File: src/rtl/dm_port_arbiter_pkg.sv
// Shared definitions for the data-memory port arbiter: FSM encoding, starvation defaults
// and the stall contract honoured by the pipeline registers.
package dm_port_arbiter_pkg;

    localparam logic [1:0] ST_IDLE = 2'd0;
    localparam logic [1:0] ST_WAIT = 2'd1;
    localparam logic [1:0] ST_RESP = 2'd2;

    typedef enum logic [1:0] {
        IDLE = ST_IDLE,
        WAIT = ST_WAIT,
        RESP = ST_RESP
    } arb_state_e;

    localparam int DEFAULT_MAX_WAIT = 4;
    localparam int WAIT_CNT_W       = 4;

    // PC, IF_ID, ID_EX, EX_MEM and MEM_WB load only when this is 1; a stalled cycle
    // holds every stage so the suppressed MEM access is re-presented next cycle.
    function automatic logic pipe_reg_load(input logic pipe_stall);
        return ~pipe_stall;
    endfunction

endpackage

File: src/rtl/dm_port_arbiter_if.sv
// Bus bundle between the MEM stage, the debug/loader requester and the data memory.
// slave = arbiter view, master = environment view.
interface dm_port_arbiter_if #(
    parameter int ADDR_W = 32,
    parameter int DATA_W = 32
);
    logic              cpu_mem_r;
    logic              cpu_mem_w;
    logic [ADDR_W-1:0] cpu_addr;
    logic [DATA_W-1:0] cpu_wdata;
    logic [DATA_W-1:0] cpu_rdata;
    logic              pipe_stall;

    logic              dbg_valid;
    logic              dbg_we;
    logic [ADDR_W-1:0] dbg_addr;
    logic [DATA_W-1:0] dbg_wdata;
    logic              dbg_ready;
    logic              dbg_rvalid;
    logic [DATA_W-1:0] dbg_rdata;

    logic              dm_mem_r;
    logic              dm_mem_w;
    logic [ADDR_W-1:0] dm_addr;
    logic [DATA_W-1:0] dm_wdata;
    logic [DATA_W-1:0] dm_rdata;

    modport slave (
        input  cpu_mem_r, cpu_mem_w, cpu_addr, cpu_wdata,
        output cpu_rdata, pipe_stall,
        input  dbg_valid, dbg_we, dbg_addr, dbg_wdata,
        output dbg_ready, dbg_rvalid, dbg_rdata,
        output dm_mem_r, dm_mem_w, dm_addr, dm_wdata,
        input  dm_rdata
    );

    modport master (
        output cpu_mem_r, cpu_mem_w, cpu_addr, cpu_wdata,
        input  cpu_rdata, pipe_stall,
        output dbg_valid, dbg_we, dbg_addr, dbg_wdata,
        input  dbg_ready, dbg_rvalid, dbg_rdata,
        input  dm_mem_r, dm_mem_w, dm_addr, dm_wdata,
        output dm_rdata
    );

endinterface

File: src/rtl/dm_port_arbiter_arb_wait_counter.sv
// Counts cycles a debug request has been blocked; starve tells the arbiter to force a slot.
module arb_wait_counter
    import dm_port_arbiter_pkg::*;
#(
    parameter int MAX_WAIT = DEFAULT_MAX_WAIT
) (
    input  logic clk,
    input  logic rst,
    input  logic dbg_valid,
    input  logic grant,
    output logic starve
);

    localparam logic [WAIT_CNT_W-1:0] LIMIT = WAIT_CNT_W'(MAX_WAIT);

    logic [WAIT_CNT_W-1:0] wait_cnt_q;
    logic [WAIT_CNT_W-1:0] wait_cnt_d;

    // Clearing on grant guarantees the CPU at least MAX_WAIT cycles after a forced slot.
    always_comb begin
        wait_cnt_d = wait_cnt_q;
        if (grant || !dbg_valid) begin
            wait_cnt_d = '0;
        end else if (wait_cnt_q != LIMIT) begin
            wait_cnt_d = wait_cnt_q + 1'b1;
        end
    end

    always_ff @(posedge clk or posedge rst) begin
        if (rst) begin
            wait_cnt_q <= '0;
        end else begin
            wait_cnt_q <= wait_cnt_d;
        end
    end

    assign starve = (wait_cnt_q == LIMIT);

endmodule

File: src/rtl/dm_port_arbiter.sv
// Single-port data-memory arbiter: MEM stage has priority, debug/loader gets a forced
// slot (with a one-cycle pipeline freeze) after MAX_WAIT blocked cycles.
module dm_port_arbiter
    import dm_port_arbiter_pkg::*;
#(
    parameter int ADDR_W   = 32,
    parameter int DATA_W   = 32,
    parameter int MAX_WAIT = DEFAULT_MAX_WAIT
) (
    input logic               clk,
    input logic               rst,
    dm_port_arbiter_if.slave  bus
);

    arb_state_e        state_q;
    arb_state_e        state_d;
    logic              dbg_rvalid_q;
    logic              dbg_rvalid_d;
    logic [DATA_W-1:0] dbg_rdata_q;
    logic [DATA_W-1:0] dbg_rdata_d;

    logic              cpu_act;
    logic              starve;
    logic              grant;
    logic              read_grant;

    logic              dm_mem_r_mux;
    logic              dm_mem_w_mux;
    logic [ADDR_W-1:0] dm_addr_mux;
    logic [DATA_W-1:0] dm_wdata_mux;

    assign cpu_act    = bus.cpu_mem_r | bus.cpu_mem_w;
    assign grant      = bus.dbg_valid & (state_q != RESP) & (~cpu_act | starve);
    assign read_grant = grant & ~bus.dbg_we;

    arb_wait_counter #(
        .MAX_WAIT (MAX_WAIT)
    ) u_wait_counter (
        .clk       (clk),
        .rst       (rst),
        .dbg_valid (bus.dbg_valid),
        .grant     (grant),
        .starve    (starve)
    );

    // A granted debug access replaces the CPU access outright; the stall makes the CPU retry.
    always_comb begin
        dm_mem_r_mux = bus.cpu_mem_r;
        dm_mem_w_mux = bus.cpu_mem_w;
        dm_addr_mux  = bus.cpu_addr;
        dm_wdata_mux = bus.cpu_wdata;
        if (grant) begin
            dm_mem_r_mux = ~bus.dbg_we;
            dm_mem_w_mux = bus.dbg_we;
            dm_addr_mux  = bus.dbg_addr;
            dm_wdata_mux = bus.dbg_wdata;
        end
    end

    assign bus.dm_mem_r   = dm_mem_r_mux & ~rst;
    assign bus.dm_mem_w   = dm_mem_w_mux & ~rst;
    assign bus.dm_addr    = dm_addr_mux;
    assign bus.dm_wdata   = dm_wdata_mux;
    assign bus.cpu_rdata  = bus.dm_rdata;
    assign bus.dbg_ready  = grant & ~rst;
    assign bus.pipe_stall = grant & cpu_act & ~rst;
    assign bus.dbg_rvalid = dbg_rvalid_q;
    assign bus.dbg_rdata  = dbg_rdata_q;

    always_comb begin
        state_d      = state_q;
        dbg_rvalid_d = read_grant;
        dbg_rdata_d  = read_grant ? bus.dm_rdata : dbg_rdata_q;
        case (state_q)
            IDLE, WAIT: begin
                if (grant) begin
                    state_d = bus.dbg_we ? IDLE : RESP;
                end else if (bus.dbg_valid) begin
                    state_d = WAIT;
                end
            end
            RESP:    state_d = bus.dbg_valid ? WAIT : IDLE;
            default: state_d = IDLE;
        endcase
    end

    always_ff @(posedge clk or posedge rst) begin
        if (rst) begin
            state_q      <= IDLE;
            dbg_rvalid_q <= 1'b0;
            dbg_rdata_q  <= '0;
        end else begin
            state_q      <= state_d;
            dbg_rvalid_q <= dbg_rvalid_d;
            dbg_rdata_q  <= dbg_rdata_d;
        end
    end

endmodule

File: src/flat_wrapper.sv
// flat-port wrapper written by rule: the top's interface ports become plain ports
module dm_port_arbiter_flat import dm_port_arbiter_pkg::*;
#(
    parameter int ADDR_W   = 32,
    parameter int DATA_W   = 32,
    parameter int MAX_WAIT = DEFAULT_MAX_WAIT
)
  (clk, rst, bus_cpu_mem_r, bus_cpu_mem_w, bus_cpu_addr, bus_cpu_wdata, bus_cpu_rdata, bus_pipe_stall, bus_dbg_valid, bus_dbg_we, bus_dbg_addr, bus_dbg_wdata, bus_dbg_ready, bus_dbg_rvalid, bus_dbg_rdata, bus_dm_mem_r, bus_dm_mem_w, bus_dm_addr, bus_dm_wdata, bus_dm_rdata);
  dm_port_arbiter_if #(.ADDR_W(ADDR_W), .DATA_W(DATA_W)) bus_i ();
  input logic clk;
  input logic rst;
  input wire logic [$bits(bus_i.cpu_mem_r)-1:0] bus_cpu_mem_r;
  input wire logic [$bits(bus_i.cpu_mem_w)-1:0] bus_cpu_mem_w;
  input wire logic [$bits(bus_i.cpu_addr)-1:0] bus_cpu_addr;
  input wire logic [$bits(bus_i.cpu_wdata)-1:0] bus_cpu_wdata;
  output wire logic [$bits(bus_i.cpu_rdata)-1:0] bus_cpu_rdata;
  output wire logic [$bits(bus_i.pipe_stall)-1:0] bus_pipe_stall;
  input wire logic [$bits(bus_i.dbg_valid)-1:0] bus_dbg_valid;
  input wire logic [$bits(bus_i.dbg_we)-1:0] bus_dbg_we;
  input wire logic [$bits(bus_i.dbg_addr)-1:0] bus_dbg_addr;
  input wire logic [$bits(bus_i.dbg_wdata)-1:0] bus_dbg_wdata;
  output wire logic [$bits(bus_i.dbg_ready)-1:0] bus_dbg_ready;
  output wire logic [$bits(bus_i.dbg_rvalid)-1:0] bus_dbg_rvalid;
  output wire logic [$bits(bus_i.dbg_rdata)-1:0] bus_dbg_rdata;
  output wire logic [$bits(bus_i.dm_mem_r)-1:0] bus_dm_mem_r;
  output wire logic [$bits(bus_i.dm_mem_w)-1:0] bus_dm_mem_w;
  output wire logic [$bits(bus_i.dm_addr)-1:0] bus_dm_addr;
  output wire logic [$bits(bus_i.dm_wdata)-1:0] bus_dm_wdata;
  input wire logic [$bits(bus_i.dm_rdata)-1:0] bus_dm_rdata;
  assign bus_i.cpu_mem_r = bus_cpu_mem_r;
  assign bus_i.cpu_mem_w = bus_cpu_mem_w;
  assign bus_i.cpu_addr = bus_cpu_addr;
  assign bus_i.cpu_wdata = bus_cpu_wdata;
  assign bus_cpu_rdata = bus_i.cpu_rdata;
  assign bus_pipe_stall = bus_i.pipe_stall;
  assign bus_i.dbg_valid = bus_dbg_valid;
  assign bus_i.dbg_we = bus_dbg_we;
  assign bus_i.dbg_addr = bus_dbg_addr;
  assign bus_i.dbg_wdata = bus_dbg_wdata;
  assign bus_dbg_ready = bus_i.dbg_ready;
  assign bus_dbg_rvalid = bus_i.dbg_rvalid;
  assign bus_dbg_rdata = bus_i.dbg_rdata;
  assign bus_dm_mem_r = bus_i.dm_mem_r;
  assign bus_dm_mem_w = bus_i.dm_mem_w;
  assign bus_dm_addr = bus_i.dm_addr;
  assign bus_dm_wdata = bus_i.dm_wdata;
  assign bus_i.dm_rdata = bus_dm_rdata;
  dm_port_arbiter #(.ADDR_W(ADDR_W), .DATA_W(DATA_W), .MAX_WAIT(MAX_WAIT)) u_core (.clk(clk), .rst(rst), .bus(bus_i));
endmodule
File: config.mk
export PLATFORM = sky130hd
export DESIGN_NAME = dm_port_arbiter_flat
export DESIGN_NICKNAME = d
export VERILOG_FILES = /design/src/rtl/dm_port_arbiter_pkg.sv /design/src/rtl/dm_port_arbiter_if.sv /design/src/rtl/dm_port_arbiter_arb_wait_counter.sv /design/src/rtl/dm_port_arbiter.sv /design/src/flat_wrapper.sv
export SDC_FILE = /design/constraint.sdc
export NUM_CORES = 1
export LEC_CHECK = 0
export BUFFER_PORTS_ARGS = -buffer_cell sky130_fd_sc_hd__buf_2
export CAP_MARGIN = 20
export CORE_AREA = 8 8 108 110
export CTS_CLUSTER_SIZE = 16
export DETAILED_ROUTE_END_ITERATION = 7
export DIE_AREA = 0 0 116 118
export PLACE_DENSITY_LB_ADDON = 0.2
export REMOVE_ABC_BUFFERS = 1
export SLEW_MARGIN = 20
export SYNTH_ARGS = -nofsm -noshare
export SYNTH_HDL_FRONTEND = slang
export SYNTH_SLANG_ARGS = --single-unit
File: constraint.sdc
create_clock -name clk -period 2.9 [get_ports clk]
set_input_delay 0.58 -clock clk [delete_from_list [all_inputs] [get_ports clk]]
set_output_delay 0.58 -clock clk [all_outputs]
set_load 0.02 [all_outputs]
=== Word-level counts from Yosys, hierarchy flattened ===
Index checks and enable logic that the tools add are counted.

* Register bits after elaboration: 39
* Bits of input ports: 166
* Output and inout port bits: 133

* Add/sub/neg operators: 1
* Equality and inequality tests: 6
* Multiplexer cells: 11
* Bitwise logic cells: 13
* Reductions and logical operators: 5

{| class="wikitable"
|+ Operators by type and width
! kind !! count
|-
| 2-to-1 mux 32 bit || 2
|-
| bitwise AND 1 bit || 8
|-
| 2-to-1 mux 4 bit || 2
|-
| 2-to-1 mux 2 bit || 3
|-
| adder 4 x 1 -> 4 bit (second input constant) || 1
|-
| == test 4 x 3 -> 1 bit (second input constant) || 1
|-
| != test 4 x 3 -> 1 bit (second input constant) || 1
|-
| case mux 2 bit (2 select lines) || 1
|-
| 2-to-1 mux 1 bit || 3
|-
| != test 3 x 2 -> 1 bit (second input constant) || 1
|-
| inverter 1 bit || 3
|-
| == test 2 x 1 -> 1 bit (second input constant) || 1
|-
| == test 2 bit (second input constant) || 1
|-
| logical NOT 2 bit || 1
|-
| != test 2 bit (second input constant) || 1
|-
| OR 1 bit || 2
|-
| nonzero test 2 bit || 1
|-
| OR reduction 2 bit || 1
|-
| logical NOT 1 bit || 1
|-
| logical OR 1 bit || 1
|}

=== Logic depth before layout (Yosys ltp) ===
Gate-level depths: netlist (run 1).

* Word-level depth: 6
* Mapped depth: 7
* Mapped depth without buffers: 5

=== By module ===
From an unflattened synthesis (run 1), not the netlist that was laid out.

* Cells, all modules: 218
* Area total of the unflattened synthesis: 2,768.9 um^2

{| class="wikitable"
|+ Modules (own cells, without submodules)
! module !! instances !! cells each !! area an instance (um^2)
|-
| dm_port_arbiter || 1 || 194 || 2,513.7
|-
| arb_wait_counter || 1 || 24 || 255.2
|}

=== Worst setup path before layout (run 1) ===
No wires, ideal clock.

* Kind: register -> output
* Start: register u_core.u_wait_counter.wait_cnt_q[0]
* End: output port bus_dm_addr[10]
* Arrival time: 1.857 ns
* Required time: 2.320 ns
* Slack: 0.463 ns
* Stages on the path, launching flop included: 8
* Buffers on the path: 2
* Path through: dfrtp_1 inv_1 ha_1 and3b_1 buf_6 o211ai_4 buf_6 mux2_2

* Longest elaborated chain between the ends: 4

{| class="wikitable"
|+ Ends and longest elaborated chain
! what !! RTL line !! source
|-
| from (decl) || dm_port_arbiter_arb_wait_counter.sv:16 || <nowiki>logic [WAIT_CNT_W-1:0] wait_cnt_q;</nowiki>
|-
| from (signal assigned) || dm_port_arbiter_arb_wait_counter.sv:33 || <nowiki>wait_cnt_q <= wait_cnt_d;</nowiki>
|-
| == test 4 x 3 -> 1 bit || dm_port_arbiter_arb_wait_counter.sv:37 || <nowiki>assign starve = (wait_cnt_q == LIMIT);</nowiki>
|-
| OR 1 bit || dm_port_arbiter.sv:33 || <nowiki>assign grant = bus.dbg_valid & (state_q != RESP) & (~cpu_act | starve);</nowiki>
|-
| bitwise AND 1 bit || dm_port_arbiter.sv:33 ||
|-
| 2-to-1 mux 32 bit || dm_port_arbiter.sv:52 || <nowiki>if (grant) begin</nowiki>
|-
| to (decl) || flat_wrapper.sv:27 || <nowiki>output wire logic [$bits(bus_i.dm_addr)-1:0] bus_dm_addr;</nowiki>
|}

Every way passes these cells.

=== Final worst setup path (run 1) ===
* Start: register u_core.u_wait_counter.wait_cnt_q[0]
* End: output port bus_dm_addr[17]

Same word-level chain as after synthesis.

==> results.txt, run 1 <==
The min-delay analysis places its worst path in the category in2async. The number of nets in the layout came out at 663. Before CTS, the worst setup slack after placement is 0.2544 ns. The final-report setup violation count is 0. The count of nets left with antenna violations once routing finished came out at 0. The clock tree from TritonCTS is built. For this run the aggregate overflow at the end of global routing stands at 0. The starting density of the core came out at 27.04%. The post-synth design cell area is 2704 sq um. Before antenna repair, the detailed router went through 6 iterations. The flow ran to the end, and the final reports show no timing, DRC or antenna violations. The largest clock skew in the final design is 0.005816 ns.

Once layout is complete, the utilization of the core stands at 43.27%. The area share of the largest cell type after synthesis came out at 39.57%. The number of max-cap violations is 0. The share of flip-flops with an asynchronous set or reset after synthesis is 100.0%.

The initial antenna violation count is 1. The count of different cell masters after synthesis came out at 31. The static power due to leakage came out at 2.367 nW.

The number of hold-slack violations in the final timing report is 0. The sequential cell area in the final layout came out at 975.9 sq um. The worst-case IR drop observed on VDD is 346.0 uV. The count of mapped cells out of synthesis came out at 220. The floorplan has 37 rows. The share of the clock period used by the worst path came out at 96.93%. The count of pins on the block boundary is 299. The count of buffers added on input and output ports is 298. Global routing consumed, over all layers together, 16.83% of the routing resources.

The number of cells on the worst reg-to-reg path is 7. The routed design could run at a clock period as short as 2.811 ns. Of the cells placed in the final design, the portion with a size suffix greater than 1 is 84.48%. The number of fillers in the final layout is 1,040. The maximum number of pins on one net before global-route repair came out at 40. The normalized max-slew margin came out at 67.19%. The starting DRC count in detailed routing came out at 59. Dividing the detail-routed wire length by the instance count gives 19.70 microns. The total number of H-tree levels is 2. After synthesis, the mean cell area works out to 12.29 sq um. By area the synthesized netlist is led by sky130_fd_sc_hd__mux2_2 (40%), sky130_fd_sc_hd__dfrtp_1 (36%), sky130_fd_sc_hd__buf_4 (9.7%). The residual DRC count is 0. The via count of the first global-routing pass came out at 3,105. The final count of pins violating max slew came out at 0. The source-to-sink clock delay at the later pin of the worst-skew pair is 0.29 ns. Sequential elements use 36.09% of the synthesized area. The floorplan die area came out at 13,690 sq um. Counting flops and latches in the post-synthesis netlist gives 39. From bottom edge to top edge, the die measures 118 microns. The clock drives 39 sinks.

The most frequent cell after synthesis is sky130_fd_sc_hd__mux2_2. The largest total area in the synthesized netlist belongs to sky130_fd_sc_hd__mux2_2. The register clock-pin slew on the reported worst setup and hold paths is 0.07 ns. The yosys synthesis warning count is 0. The critical register-to-register path endpoint is u_core.bus.dbg_rdata[24]$_DFFE_PP0P_. The maximum fanout along the worst path came out at 15.

For the pin with the worst max-slew slack, the measured transition is 0.4797 ns. The congestion estimate from routability-driven global placement came to 0.9202. The number of vias per cell came out at 4.340. Once placement completed, the tool counted placed cells totaling 617. STA classifies the critical path endpoint as a primary output.

The core region is 10000 sq um. The total number of vias is 2,747. The launch point of the worst reg-to-reg path is u_core.u_wait_counter.wait_cnt_q[0]$_DFFE_PP0P_. The number of enable flip-flop cells after synthesis came out at 0. The routed wire length is 12,470 microns. The area growth from synthesis to final layout is 60.02%. The area of the multi-input gates came out at 1359 sq um. The arrival time of the worst setup path is 2.23 ns. The global-route wire length before repair came out at 17,600 microns.

The power per unit of standard cell area came out at 532.7 nW/um^2. The post-layout instance count excluding filler cells came out at 633. By startpoint and endpoint, the worst setup path is classified as reg2out. The horizontal extent of the die is 116 microns.

Clock tree synthesis selected as its root buffer the cell sky130_fd_sc_hd__clkbuf_8. The worst path required time came out at 2.32 ns. STA classifies the critical path startpoint as a flip-flop.

The half-perimeter wire length after detailed placement came out at 10,610 microns. The final worst slack is 0.08915 ns. The most used flip-flop cell after synthesis is sky130_fd_sc_hd__dfrtp_1. The achievable clock frequency is 0.3558 GHz. Ranked by instance count, the synthesized netlist is headed by sky130_fd_sc_hd__mux2_2 (95), sky130_fd_sc_hd__dfrtp_1 (39), sky130_fd_sc_hd__buf_4 (35), sky130_fd_sc_hd__buf_6 (7), sky130_fd_sc_hd__inv_1 (7). The number of clock buffers added by TritonCTS is 5. Setup repair after global routing could not meet its margin everywhere.

The clock passes through at most 2 buffers. Across all register-to-register paths, the minimum setup slack is 0.85 ns.
-- layout make-up --
cell class,count,share of cell area [%]
Antenna cell,1,0.05784
Timing Repair Buffer,312,39.47
Multi-Input combinational cell,130,31.41
Inverter,7,0.6073
Clock buffer,6,1.677
Sequential cell,39,22.56
Tap cell,136,3.933
Clock inverter,2,0.2892
-- cells by family after synthesis --
family,after synthesis,share of synthesized area (%)
compound gates,12,4.536
xor+xnor,2,0.6480
fa+ha+maj,2,0.9253
buf+inv,51,13.93
flops,39,36.09
mux,98,40.72
simple gates,16,3.147
-- placed cells by master, fill, tap and decap left out, types with 2 or more instances in the layout --
cell,instances
sky130_fd_sc_hd__mux2_2,94
sky130_fd_sc_hd__clkbuf_8,5
sky130_fd_sc_hd__inv_1,6
sky130_fd_sc_hd__buf_4,9
sky130_fd_sc_hd__clkbuf_16,2
sky130_fd_sc_hd__buf_12,2
sky130_fd_sc_hd__nor4_1,2
sky130_fd_sc_hd__buf_6,3
sky130_fd_sc_hd__buf_2,292
sky130_fd_sc_hd__nor3_1,4
sky130_fd_sc_hd__xnor2_1,2
sky130_fd_sc_hd__a21oi_1,2
sky130_fd_sc_hd__dfrtp_1,39
sky130_fd_sc_hd__clkbuf_4,3
sky130_fd_sc_hd__mux2i_1,2
sky130_fd_sc_hd__nor2_1,4
-- report_power, final --
| part | switching, mW | leakage (nW) | internal [mW] | total [mW] |
|---|---|---|---|---|
| combinational | 0.647 | 1.85 | 0.515 | 1.16 |
| sequential | 0.0800 | 0.473 | 0.707 | 0.787 |
| clock | 0.188 | 0.0412 | 0.168 | 0.356 |
| total | 0.914 | 2.37 | 1.39 | 2.30 |
-- through the flow --
step | power [mW] | setup TNS (ns) | hold WS (ns) | area [sq um]
after global placement | 1.919 | 0 | 0.4747 | 4093
after floorplan | 1.427 | -15.31 | 0.4659 | 2354
final | 2.305 | 0 | 0.4678 | 4327
after detailed placement | 1.938 | 0 | 0.4762 | 4093
after global routing | 2.458 | -0.1425 | 0.4968 | 4327
after CTS | 2.324 | 0 | 0.4841 | 4234
-- worst max-delay path by stage --
stage,start,to,cells after the start
3_3_place_gp,u_core.u_wait_counter.wait_cnt_q[0]$_DFFE_PP0P_,bus_dm_addr[30],7
2_1_floorplan,u_core.u_wait_counter.wait_cnt_q[0]$_DFFE_PP0P_,bus_dm_addr[0],5
3_5_place_dp,u_core.u_wait_counter.wait_cnt_q[0]$_DFFE_PP0P_,bus_dm_addr[30],7
4_1_cts,u_core.u_wait_counter.wait_cnt_q[0]$_DFFE_PP0P_,bus_dm_wdata[17],8
5_1_grt,u_core.u_wait_counter.wait_cnt_q[1]$_DFFE_PP0P_,bus_dm_addr[22],8
6_report,u_core.u_wait_counter.wait_cnt_q[0]$_DFFE_PP0P_,bus_dm_addr[17],8
-- per-layer routing --
layer | global-route usage [%] | vias up | wire length (microns) | share of wire (%)
met5 | 0 | - | 0 | 0
li1 | - | 1300 | - | -
met1 | 17.95 | 1263 | 4653 | 37
met3 | 6.311 | 18 | 1286 | 10
met4 | 6.732 | 0 | 314 | 2.5
met2 | 28.96 | 166 | 6215 | 50
-- state kept, by name, summed over array words and instances, names as in the netlist --
| signal | cells |
|---|---|
| u_core.bus.dbg_rvalid | 1 |
| u_core.u_wait_counter.wait_cnt_q | 4 |
| u_core.state_q | 2 |
| u_core.bus.dbg_rdata | 32 |
-- repair_timing --
action	4_1_cts	5_1_grt
resized for setup	1	14
hold buffers	0	0
cloned	1	2
pin swaps	1	1
endpoints found under the setup margin	61	35
buffers inserted	3	1
-- worst max-delay path: stages, from the launching register on --
cell,delay [ns]
sky130_fd_sc_hd__dfrtp_1,0.39
sky130_fd_sc_hd__inv_2,0.06
sky130_fd_sc_hd__ha_2,0.19
sky130_fd_sc_hd__and3b_2,0.24
sky130_fd_sc_hd__o211ai_4,0.23
sky130_fd_sc_hd__buf_6,0.16
sky130_fd_sc_hd__clkbuf_16,0.18
sky130_fd_sc_hd__mux2_2,0.35
sky130_fd_sc_hd__buf_4,0.16
No activity file was read; power rests on OpenSTA's default activity.
==> inputs of run 2 (changes only) <==
Settings changed: MAX_ROUTING_LAYER set to met4.
==> results.txt, run 2 (synthesized netlist as in run 1, its figures left out) <==
Summed over all layers, the global routing overflow is 0. Counting every sink on the clock net gives 39. Leaving out fill and tap cells, the most frequent cells in the layout are sky130_fd_sc_hd__buf_2 (296), sky130_fd_sc_hd__mux2_2 (93), sky130_fd_sc_hd__dfrtp_1 (39). The number of cells on the worst reg-to-reg path is 7. The cell count after placement came out at 616. Data arrives at the worst endpoint at 2.28 ns. Entering global routing, the biggest net connects 40 pins. The final total power came out at 2.392 mW. The number of hold-slack violations in the final timing report came out at 0. The shortest clock period the worst path allows after layout came out at 2.859 ns. The clock tree from TritonCTS is built. In this run the worst path has a maximum fanout of 14.

The detailed-routing iteration count for the pre-antenna-repair pass is 4. The count of pins on the block boundary is 299. The total number of H-tree levels is 2. In this run the tightest slew margin relative to its limit is 65.75%.

The longest clock path from root to sink contains 2 buffers. The half-perimeter wire length after detailed placement came out at 10,450 microns. The number of clock buffers added by TritonCTS is 5.

Wires add up to 12,160 microns. The floorplan core area is 10000 sq um. The number of nets with antenna violations after routing came out at 0.

The launch point of the worst reg-to-reg path is u_core.u_wait_counter.wait_cnt_q[0]$_DFFE_PP0P_. The critical path is of the reg2out type. The starting DRC count in detailed routing is 116. The floorplan die area came out at 13,690 sq um. The residual DRC count is 0. The actual transition at the worst max-transition pin came out at 0.5137 ns. The site row count came out at 37. The static power due to leakage is 2.371 nW. The initial antenna violation count came out at 1.

The slowest library cell on the worst path is sky130_fd_sc_hd__dfrtp_1. VDD sags by at most 582.1 uV. STA classifies the critical path endpoint as a primary output. The global-route wire length before repair came out at 17,510 microns.

The power per unit of standard cell area came out at 554.7 nW/um^2. Leaving out fill and tap cells, the most frequent cell in the layout is sky130_fd_sc_hd__buf_2. The total number of vias came out at 2,758.

In this run, post-CTS hold repair placed 0 buffers. The cell type group with the largest total delay on the critical path is buffers and inverters. The total of buffers placed on input and output ports came out at 298.

The area growth from synthesis to final layout came out at 59.51%. Global routing used 17.23% of the available tracks. On the worst path, the slowest cell contributes a delay of 0.38 ns.

At the end of the flow, the number of nets in the layout was 659. The path class of the tightest hold or removal check is in2async. The final routed wire length divided by cell count came out at 19.34 microns. The share of the clock period used by the worst path is 98.57%.

The endpoint identified for the worst register-to-register timing path is u_core.bus.dbg_rdata[17]$_DFFE_PP0P_. The largest clock skew in the final design is 0.004042 ns. The final count of pins violating max slew came out at 0. The worst path required time came out at 2.32 ns. Routability-driven placement finished with a final weighted congestion of 0.9255. The achievable clock frequency is 0.3498 GHz.

The number of vias per cell came out at 4.385. Traced cell by cell, the critical path runs through inv_1 > ha_2 > and3b_2 > o211ai_4 > bufbuf_16 > mux2_2 > buf_2. The total stage count of the critical path is 7.

The number of flip-flops under the largest register name is 32. The via count of the first global-routing pass came out at 3,064. The horizontal extent of the die is 116 microns. Setup repair after global routing could not meet its margin everywhere. The height of the die is 118 microns. The fraction of layout instances using a drive strength above 1 came out at 84.35%. The setup slack of the worst register-to-register path came out at 0.67 ns.

The number of buffer and inverter instances along the worst setup path came out at 3. Setup violations remaining at the end of the flow were counted as 0. The clock reaches the later pin of the worst-skew pair after 0.29 ns.

The root buffer cell is sky130_fd_sc_hd__clkbuf_8. Across the run, the number of max-cap violations was 0. The post-layout instance count excluding filler cells came out at 629. The worst setup path is launched from a flip-flop. The register clock-pin slew on the reported worst setup and hold paths is 0.08 ns. The run finished with clean final reports. The starting density of the core came out at 27.04%.
## run 2: cell types whose count changed in the layout (fill, tap and decap cells not counted), sizes merged
cell	change
bufbuf	+1
bufinv	+1
clkbuf	-6
clkinv	+1
clkinvlp	-1
## run 2: power breakdown
part           total, mW  internal [mW]  switching (mW)
Clock              0.456          0.256           0.199
Sequential         0.784          0.707          0.0774
Combinational       1.15          0.507           0.645
Total               2.39           1.47           0.922
## run 2: worst max-delay path by stage
stage | from | endpoint
3_5_place_dp | u_core.u_wait_counter.wait_cnt_q[0]$_DFFE_PP0P_ | bus_dm_addr[30]
4_1_cts | u_core.u_wait_counter.wait_cnt_q[0]$_DFFE_PP0P_ | bus_dm_addr[30]
6_report | u_core.u_wait_counter.wait_cnt_q[0]$_DFFE_PP0P_ | bus_dm_addr[5]
2_1_floorplan | u_core.u_wait_counter.wait_cnt_q[0]$_DFFE_PP0P_ | bus_dm_addr[0]
5_1_grt | u_core.u_wait_counter.wait_cnt_q[0]$_DFFE_PP0P_ | bus_dm_addr[5]
3_3_place_gp | u_core.u_wait_counter.wait_cnt_q[0]$_DFFE_PP0P_ | bus_dm_addr[30]
## run 2: stage by stage
step                hold slack, ns  TNS [ns]  setup slack (ns)  instance area (sq um)  utilization, %
global route                0.4988   -0.6663          -0.05460                   4313           43.13
CTS                         0.4789   -0.1924          -0.02030                   4292           42.92
global placement            0.4727         0            0.2856                   4098           40.98
finish                      0.4613         0           0.04147                   4313           43.13
detailed placement          0.4871         0            0.2416                   4098           40.98
floorplan                   0.4659    -15.31           -0.2393                   2354               -
## run 2: what timing repair did
| action | in CTS | in global routing |
|---|---|---|
| resized for setup | 1 | 8 |
| cloned | 2 | 0 |
| buffers inserted | 2 | 0 |
| pin swaps | 0 | 1 |
| endpoints found under the setup margin | 61 | 61 |
## run 2: cell type report
cell class | count | area (sq um)
Antenna cell | 1 | 2.502
Timing Repair Buffer | 308 | 1663
Inverter | 7 | 26.28
Sequential cell | 39 | 975.9
Clock inverter | 3 | 43.79
Multi-Input combinational cell | 130 | 1363
Fill cell | 994 | 5687
Tap cell | 136 | 170.2
Clock buffer | 5 | 68.82
## run 2: worst register-to-register path: cells and delay by family, from the launching register on
family / cells / cell delay [ns]
buf+inv: 3 / 0.49
compound gates: 1 / 0.46
flops: 1 / 0.38
mux: 1 / 0.36
simple gates: 1 / 0.23
fa+ha+maj: 1 / 0.20
## run 2: layer usage
metal,share of wire (%),routed length [microns],track usage (%),up-vias
met5,0,0,-,-
met1,39,4711,19.01,1271
met4,2.6,317,6.245,0
met2,49,5987,28.60,174
met3,9.4,1146,5.080,19
li1,-,-,-,1294
